==> src/rtl/cpunc_arb_pkg.sv <==
// Shared definitions for the two-requester AXI-Lite arbiter: FSM states,
// requester count and the AXI OKAY response code.
package cpunc_arb_pkg;

  localparam int   NUM_REQ = 2;
  localparam logic OKAY    = 1'b0;

  typedef enum logic [2:0] {
    IDLE,
    RD_ADDR,
    RD_DATA,
    WR_ADDR_DATA,
    WR_RESP,
    RSP
  } state_t;

endpackage

==> src/rtl/cpunc_rr_pick.sv <==
// Two-way request picker: on contention the requester not granted last wins,
// otherwise the lone requester is granted. A constant i_last=1 gives fixed priority.
module cpunc_rr_pick
  import cpunc_arb_pkg::*;
(
  input  logic [NUM_REQ-1:0] i_req,
  input  logic               i_last,
  output logic [NUM_REQ-1:0] o_gnt
);

  always_comb begin
    o_gnt = i_req;
    if (i_req == 2'b11) begin
      o_gnt = i_last ? 2'b01 : 2'b10;
    end
  end

endmodule

==> src/rtl/cpunc_axi_arb.sv <==
// Arbitrates two single-beat requesters onto one AXI-Lite master port, one
// transaction at a time. Define CPUNC_ARB_RR_EN for round-robin, else req0 has priority.
module cpunc_axi_arb
  import cpunc_arb_pkg::*;
#(
  parameter int AXI_ADDR_WIDTH = 12,
  parameter int AXI_DATA_WIDTH = 32
) (
  input  logic                                CPUNC_ACLK,
  input  logic                                CPUNC_ARESET,
  input  logic [NUM_REQ-1:0]                  REQ_VALID,
  output logic [NUM_REQ-1:0]                  REQ_READY,
  input  logic [NUM_REQ-1:0]                  REQ_WE,
  input  logic [NUM_REQ*AXI_ADDR_WIDTH-1:0]   REQ_ADDR,
  input  logic [NUM_REQ*AXI_DATA_WIDTH-1:0]   REQ_WDATA,
  input  logic [NUM_REQ*AXI_DATA_WIDTH/8-1:0] REQ_WSTRB,
  output logic [NUM_REQ-1:0]                  RSP_VALID,
  output logic [AXI_DATA_WIDTH-1:0]           RSP_RDATA,
  output logic                                RSP_ERR,
  output logic [AXI_ADDR_WIDTH-1:0]           CPUNC_AWADDR,
  output logic                                CPUNC_AWVALID,
  input  logic                                CPUNC_AWREADY,
  output logic [AXI_DATA_WIDTH-1:0]           CPUNC_WDATA,
  output logic [AXI_DATA_WIDTH/8-1:0]         CPUNC_WSTRB,
  output logic                                CPUNC_WVALID,
  output logic                                CPUNC_WLAST,
  input  logic                                CPUNC_WREADY,
  input  logic                                CPUNC_BRESP,
  input  logic                                CPUNC_BVALID,
  output logic                                CPUNC_BREADY,
  output logic [AXI_ADDR_WIDTH-1:0]           CPUNC_ARADDR,
  output logic                                CPUNC_ARVALID,
  input  logic                                CPUNC_ARREADY,
  input  logic [AXI_DATA_WIDTH-1:0]           CPUNC_RDATA,
  input  logic                                CPUNC_RRESP,
  input  logic                                CPUNC_RVALID,
  output logic                                CPUNC_RREADY
);

  localparam int AW = AXI_ADDR_WIDTH;
  localparam int DW = AXI_DATA_WIDTH;
  localparam int SW = AXI_DATA_WIDTH / 8;

  state_t              r_state;
  state_t              w_next;
  logic [NUM_REQ-1:0]  w_req;
  logic [NUM_REQ-1:0]  w_gnt;
  logic                w_gnt_idx;
  logic                w_last;
  logic                r_owner;
  logic [AW-1:0]       r_addr;
  logic [DW-1:0]       r_wdata;
  logic [SW-1:0]       r_wstrb;
  logic                r_aw_done;
  logic                r_w_done;
  logic [DW-1:0]       r_rdata;
  logic                r_err;
  logic [AW-1:0]       w_sel_addr;
  logic [DW-1:0]       w_sel_wdata;
  logic [SW-1:0]       w_sel_wstrb;
  logic                w_aw_hs;
  logic                w_w_hs;
  logic [AW-1:0]       w_axaddr;

  // Grants are only offered while idle, which keeps one transaction in flight.
  assign w_req     = (r_state == IDLE) ? REQ_VALID : '0;
  assign w_gnt_idx = w_gnt[1];
  assign REQ_READY = CPUNC_ARESET ? '0 : w_gnt;

  cpunc_rr_pick u_pick (
    .i_req  (w_req),
    .i_last (w_last),
    .o_gnt  (w_gnt)
  );

`ifdef CPUNC_ARB_RR_EN
  logic r_last;

  always_ff @(posedge CPUNC_ACLK or posedge CPUNC_ARESET) begin
    if (CPUNC_ARESET) begin
      r_last <= 1'b1;
    end else if (|w_gnt) begin
      r_last <= w_gnt_idx;
    end
  end

  assign w_last = r_last;
`else
  assign w_last = 1'b1;
`endif

  assign w_sel_addr  = w_gnt_idx ? REQ_ADDR[2*AW-1:AW]  : REQ_ADDR[AW-1:0];
  assign w_sel_wdata = w_gnt_idx ? REQ_WDATA[2*DW-1:DW] : REQ_WDATA[DW-1:0];
  assign w_sel_wstrb = w_gnt_idx ? REQ_WSTRB[2*SW-1:SW] : REQ_WSTRB[SW-1:0];

  assign w_aw_hs  = CPUNC_AWVALID & CPUNC_AWREADY;
  assign w_w_hs   = CPUNC_WVALID & CPUNC_WREADY;
  assign w_axaddr = r_addr & {{(AW-2){1'b1}}, 2'b00};

  assign CPUNC_AWADDR = w_axaddr;
  assign CPUNC_ARADDR = w_axaddr;
  assign CPUNC_WDATA  = r_wdata;
  assign CPUNC_WSTRB  = r_wstrb;
  assign CPUNC_WLAST  = 1'b1;
  assign RSP_RDATA    = r_rdata;
  assign RSP_ERR      = r_err;

  always_ff @(posedge CPUNC_ACLK or posedge CPUNC_ARESET) begin
    if (CPUNC_ARESET) begin
      r_state <= IDLE;
    end else begin
      r_state <= w_next;
    end
  end

  always_comb begin
    w_next        = r_state;
    CPUNC_ARVALID = 1'b0;
    CPUNC_RREADY  = 1'b0;
    CPUNC_AWVALID = 1'b0;
    CPUNC_WVALID  = 1'b0;
    CPUNC_BREADY  = 1'b0;
    RSP_VALID     = '0;
    case (r_state)
      IDLE: begin
        if (|w_gnt) begin
          w_next = REQ_WE[w_gnt_idx] ? WR_ADDR_DATA : RD_ADDR;
        end
      end
      RD_ADDR: begin
        CPUNC_ARVALID = 1'b1;
        if (CPUNC_ARREADY) w_next = RD_DATA;
      end
      RD_DATA: begin
        CPUNC_RREADY = 1'b1;
        if (CPUNC_RVALID) w_next = RSP;
      end
      WR_ADDR_DATA: begin
        CPUNC_AWVALID = ~r_aw_done;
        CPUNC_WVALID  = ~r_w_done;
        if ((r_aw_done | CPUNC_AWREADY) && (r_w_done | CPUNC_WREADY)) begin
          w_next = WR_RESP;
        end
      end
      WR_RESP: begin
        CPUNC_BREADY = 1'b1;
        if (CPUNC_BVALID) w_next = RSP;
      end
      RSP: begin
        RSP_VALID = r_owner ? 2'b10 : 2'b01;
        w_next    = IDLE;
      end
      default: w_next = IDLE;
    endcase
  end

  // Payload is captured at grant; completion data is captured on the R/B handshake.
  always_ff @(posedge CPUNC_ACLK or posedge CPUNC_ARESET) begin
    if (CPUNC_ARESET) begin
      r_owner   <= 1'b0;
      r_addr    <= '0;
      r_wdata   <= '0;
      r_wstrb   <= '0;
      r_aw_done <= 1'b0;
      r_w_done  <= 1'b0;
      r_rdata   <= '0;
      r_err     <= 1'b0;
    end else begin
      if (r_state == IDLE && (|w_gnt)) begin
        r_owner   <= w_gnt_idx;
        r_addr    <= w_sel_addr;
        r_wdata   <= w_sel_wdata;
        r_wstrb   <= w_sel_wstrb;
        r_aw_done <= 1'b0;
        r_w_done  <= 1'b0;
      end
      if (r_state == WR_ADDR_DATA) begin
        if (w_aw_hs) r_aw_done <= 1'b1;
        if (w_w_hs)  r_w_done  <= 1'b1;
      end
      if (r_state == RD_DATA && CPUNC_RVALID) begin
        r_rdata <= CPUNC_RDATA;
        r_err   <= (CPUNC_RRESP != OKAY);
      end
      if (r_state == WR_RESP && CPUNC_BVALID) begin
        r_rdata <= '0;
        r_err   <= (CPUNC_BRESP != OKAY);
      end
    end
  end

endmodule

==> config.mk <==
export PLATFORM = sky130hd
export DESIGN_NAME = cpunc_axi_arb
export DESIGN_NICKNAME = d
export VERILOG_FILES = /design/src/rtl/cpunc_arb_pkg.sv /design/src/rtl/cpunc_rr_pick.sv /design/src/rtl/cpunc_axi_arb.sv
export SDC_FILE = /design/constraint.sdc
export NUM_CORES = 1
export LEC_CHECK = 0
export ABC_AREA = 1
export CAP_MARGIN = 5
export CORE_ASPECT_RATIO = 2
export CORE_UTILIZATION = 42
export CTS_CLUSTER_SIZE = 28
export DETAILED_ROUTE_END_ITERATION = 10
export GPL_TIMING_DRIVEN = 0
export PLACE_DENSITY = 0.87
export SLEW_MARGIN = 10
export SYNTH_ARGS = -nofsm -noshare
export SYNTH_HDL_FRONTEND = slang
export SYNTH_SLANG_ARGS = --single-unit
==> constraint.sdc <==
create_clock -name CPUNC_ACLK -period 8.3 [get_ports CPUNC_ACLK]
set_input_delay 1.66 -clock CPUNC_ACLK [delete_from_list [all_inputs] [get_ports CPUNC_ACLK]]
set_output_delay 1.66 -clock CPUNC_ACLK [all_outputs]
set_load 0.02 [all_outputs]
* Word-level counts from Yosys, hierarchy flattened
Index checks and enable logic that the tools add are counted.
Storage, ports and cells: output and inout bits 103, input port bits 141, logic and storage cells 67, flip-flop bits (word level) 87
Operators by class: $lt $le $gt $ge 1, equality and inequality tests 11, bitwise logic cells 6, mux-type cells 32, reduce and logical (&&, ||, !) cells 8
Operators with widths (count):
- 32-bit 2-to-1 mux | 3
- 1-bit 2-to-1 mux | 15
- 3-bit 2-to-1 mux | 5
- 3-bit one-hot mux with 5 select lines | 1
- 12-bit 2-to-1 mux | 1
- 2-bit 2-to-1 mux | 6
- 2-bit != test (second input constant) | 4
- 3-bit by 2-bit equality test with 1-bit output (second input constant) | 2
- 3-bit equality test (second input constant) | 2
- 5-bit AND reduction | 1
- 1-bit logical AND | 4
- 4-bit 2-to-1 mux | 1
- 3-bit by 1-bit equality test with 1-bit output (second input constant) | 1
- 3-bit logical NOT | 1
- 1-bit AND | 2
- 2-bit equality test (second input constant) | 1
- 1-bit by 2-bit < comparator with 1-bit output (second input constant) | 1
- 2-bit by 1-bit != test with 1-bit output (second input constant) | 1
- 1-bit inverter | 2
- 1-bit OR | 2
- 2-bit nonzero test | 1
- 2-bit OR reduction | 1

* Depth between registers and ports, before layout
depth after elaboration 9, gate-level depth with buffers 10, gate-level depth less buffers 8

* Cells and area by module
A second synthesis with hierarchy kept.
Unflattened totals: cells, all modules 490, area total of the unflattened synthesis 4177.8 sq um
By module, submodules not included:
- cpunc_axi_arb | area an instance 4156.5 sq um, instances 1, cells each 485, sequential area each 2127.0 sq um
- cpunc_rr_pick | area an instance 21.3 sq um, instances 1, cells each 5, sequential area each 0.0 sq um

* Worst setup path before layout
No wires, ideal clock.
path type input port to output port, start point input port REQ_VALID[0], end point output port REQ_READY[1], stages 6, slack 4006 ps, data required time 6640 ps, path buffers 3, data arrival time 2634 ps, cells stage by stage inv_1 buf_2 nand4_1 buf_4 buf_2 nor2_1
On the way: longest elaborated chain between the ends 4
RTL lines:
- from (decl) | RTL line cpunc_axi_arb.sv:11 | input logic [NUM_REQ-1:0] REQ_VALID,
- 2-bit 2-to-1 mux | RTL line cpunc_axi_arb.sv:66 | assign w_req = (r_state == IDLE) ? REQ_VALID : '0;
- 2-bit equality test | RTL line cpunc_rr_pick.sv:13 | if (i_req == 2'b11) begin
- 2-bit 2-to-1 mux | RTL line cpunc_rr_pick.sv:13
- 2-bit 2-to-1 mux | RTL line cpunc_axi_arb.sv:68 | assign REQ_READY = CPUNC_ARESET ? '0 : w_gnt;
- to (decl) | RTL line cpunc_axi_arb.sv:12 | output logic [NUM_REQ-1:0] REQ_READY,
No other way between the ends.

* Worst setup path in the final report
Ends and elaborated chain as after synthesis.

==> flow_summary.toml <==
[placed_design]
pre_cts_ws_ns = 2.864
place_congestion = 0.8541
dp_cells = 861
hpwl_um = 10880
io_buffers = 233

[clock_network]
cts-root-buf = "clkbuf_16"
post_cts_buffers = 0
cts_tree = "built"
cts_sinks = 85
clk_pin_slew_worst_paths_ns = 0.06
cts_hold_buf = 0
clk_latency_ns = 0.34
cts.path.max_buffers = 2
cts_resized = 0
htree_levels = 3
cts_made_buffers = 9

[die]
fp.dieW_um = 73.98
rows = 52
die_h_um = 146.0
initial_core_util_pct = 43.15
die_area_mm2 = 0.01080
io_pins = 244
core_mm2 = 0.01008

[timing]
slew_headroom_pct = 65.54
finClkSkew_ns = 0.008277
slew_viol_final = 0
final.min_clock_period_ns = 5.446
finalCritPeriodShare_pct = 65.61
tns_ns = 0
fmax_mhz = 183.6
worstMarginPinSlew_ns = 0.5169
holdWs_ns = 0.4819
rsz0062_at_grt = "no"
worst_slack_ns = 2.854
hold_viol = 0
setup_violations = 0

[cells_and_area]
diodes = 0
area_growth_syn_to_layout_pct = 65.04
layout-drive-gt1-share_pct = 20.22
final_cells = 877
fin_nets = 878
nFillCells = 774

[pwr]
swShare_pct = 41.79
power_frac_seq_pct = 27.6
power_density_mw_per_mm2 = 381.3
netSwitchingPower_mw = 1.144
clockPowerShare_pct = 14.2
p_leak_nw = 3.187
ir_drop_mv = 0.2303
internal_power_mw = 1.594
p_total_mw = 2.738
combPwrFrac_pct = 58.2

[global_routing]
grt_max_degree = 60
grt_pass1_vias = 4682
met1_usage_pct = 26.36
antenna_found_initial = 0
grtUsageMet2_pct = 49.45
overflow = 0
grt_first_pass_wirelength_um = 21980
busiest_layer = "met2"
grt_usage_pct = 26.77
grt_use_met3_pct = 6.025

[logic_synthesis]
yosys.area.top_type_share_pct = 48.88
syn_inst = 489
mappedNetlistArea_mm2 = 0.004352
synth_top_area_cell = "dfrtp_1"
yosysWarnings = 0
synth_seq_cells = 85
synth.top_cells.by_area = "dfrtp_1, o21ai_2, nand3_1, nand2_1, nor2_1"
yosysUniqueCellTypes = 23
syn_avg_cell_area_um2 = 8.899
seq_area_frac_synth_pct = 48.88

[critical_path]
worst_ep_arrival_time_ns = 3.79
path_max_fanout = 10
worst_setup_path_end_kind = "primary output"
cp_data_required_time_ns = 6.64
critPathKind = "in -> out"
startpoint_type = "input port"

[hold_path]
hold_class = "reg -> reg"

[route]
routed_via_density = 5.010
dr_total_vias = 4394
wl_per_cell_um = 16.00
remaining_drc_errors = 0
drt_iter0_drc = 237
ant_nets = 0
dr.pass1.iters = 4
wl_um = 14030

[job]
cap_violations = 0

[run_status]
outcome = "completed"
## flip-flops by register name, indices dropped and copies added (netlist names)
name and flops:
RSP_ERR 1, r_state 3, r_w_done 1, CPUNC_WDATA 32
r_addr 10, CPUNC_WSTRB 4, RSP_RDATA 32, r_owner 1
r_aw_done 1
## cell type report
class                   count  area, um^2  share of cell area (%)
plain buffers              49       336.6                   4.686
clock buffers              12       256.5                   3.571
clock inverters             4       31.28                  0.4355
inverters                  19       73.82                   1.028
multi-input cells         339        1828                   25.45
flip-flops and latches     85        2127                   29.62
well taps                 135       168.9                   2.352
repair buffers            234        2360                   32.86
## cells in the final DEF (no fill, tap or decap)
cell             synthesis  final
clkdlybuf4s50_1          0    233
nand2_1                 95     95
dfrtp_1                 85     85
o21ai_2                 80     80
nand3_1                 73     73
nor2_1                  56     56
buf_2                   18     18
buf_4                   16     16
o21ai_0                 15     15
inv_1                   15     14
clkbuf_16                0      9
clkbuf_1                 6      7
conb_1                   2      5
inv_2                    4      4
buf_8                    4      4
a21oi_1                  4      4
nand2_2                  3      3
buf_6                    3      3
clkinvlp_4               0      3
clkbuf_2                 2      2
nor3_1                   2      2
or2_1                    2      2
clkbuf_8                 0      2
nand4_1                  1      1
nor2_4                   1      1
nor2_2                   1      1
nor3_4                   1      1
inv_4                    0      1
inv_6                    0      1
buf_16                   0      1
## power groups by stage
stage	logic, mW	clock network, mW	registers, mW
after floorplan	0.676	0	0.982
after global placement	1.55	0	0.749
after detailed placement	1.60	0	0.760
after CTS	1.61	0.393	0.756
after global routing	1.71	0.414	0.778
final	1.59	0.388	0.756
## logic make-up after synthesis
kind of cell | count (synthesis) | share of synthesized area (%)
other | 2 | 0.1726
buffers and inverters | 68 | 9.373
and+or+nand+nor | 235 | 23.29
AOI/OAI and AO/OA | 99 | 18.29
DFF | 85 | 48.88
## metrics by stage
| step | util [%] | cell area (um^2) |
|---|---|---|
| floorplan | - | 4363 |
| global placement | 68.06 | 6864 |
| detailed placement | 68.36 | 6894 |
| CTS | 71.22 | 7182 |
| global route | 71.22 | 7182 |
| finish | 71.22 | 7182 |
## worst max-delay path, stage by stage
cell             delay [ns]
clkdlybuf4s50_1        0.48
inv_1                  0.12
buf_2                  0.23
nand4_1                0.17
buf_4                  0.22
buf_2                  0.19
nor2_1                 0.10
clkdlybuf4s50_1        0.63
## worst paths after layout
kind,start,to,slack [ns],depth (start not counted)
hold reg to reg,CPUNC_WDATA[28]$_DFFE_PP0P_,CPUNC_WDATA[28]$_DFFE_PP0P_,0.48,2
min in group asynchronous,CPUNC_ARESET,r_addr[5]$_DFFE_PP0P_,1.75,2
setup / recovery,REQ_VALID[0],REQ_READY[1],2.85,8
max in group asynchronous,CPUNC_ARESET,RSP_ERR$_DFFE_PP0P_,5.92,3
setup reg to reg,r_state[2]$_DFFE_PP0P_,RSP_RDATA[17]$_DFFE_PP0P_,6.62,6
hold / removal,CPUNC_WDATA[28]$_DFFE_PP0P_,CPUNC_WDATA[28]$_DFFE_PP0P_,0.48,2
## metal layers
metal  vias to the layer above  share of wire [%]
met5                         -                  0
met4                         0                4.3
met3                        46                6.8
met2                       202                 55
met1                      2055                 34
li1                       2091                  -
## synthesized netlist by cell type
master / n
clkbuf_2: 2
nand3_1: 73
a21oi_1: 4
conb_1: 2
nor2_4: 1
nor3_1: 2
dfrtp_1: 85
nand2_1: 95
nor2_2: 1
inv_1: 15
buf_6: 3
buf_4: 16
nor3_4: 1
nand2_2: 3
inv_2: 4
clkbuf_1: 6
buf_2: 18
o21ai_0: 15
or2_1: 2
nand4_1: 1
buf_8: 4
nor2_1: 56
o21ai_2: 80
(Power assumes the default switching activity.)
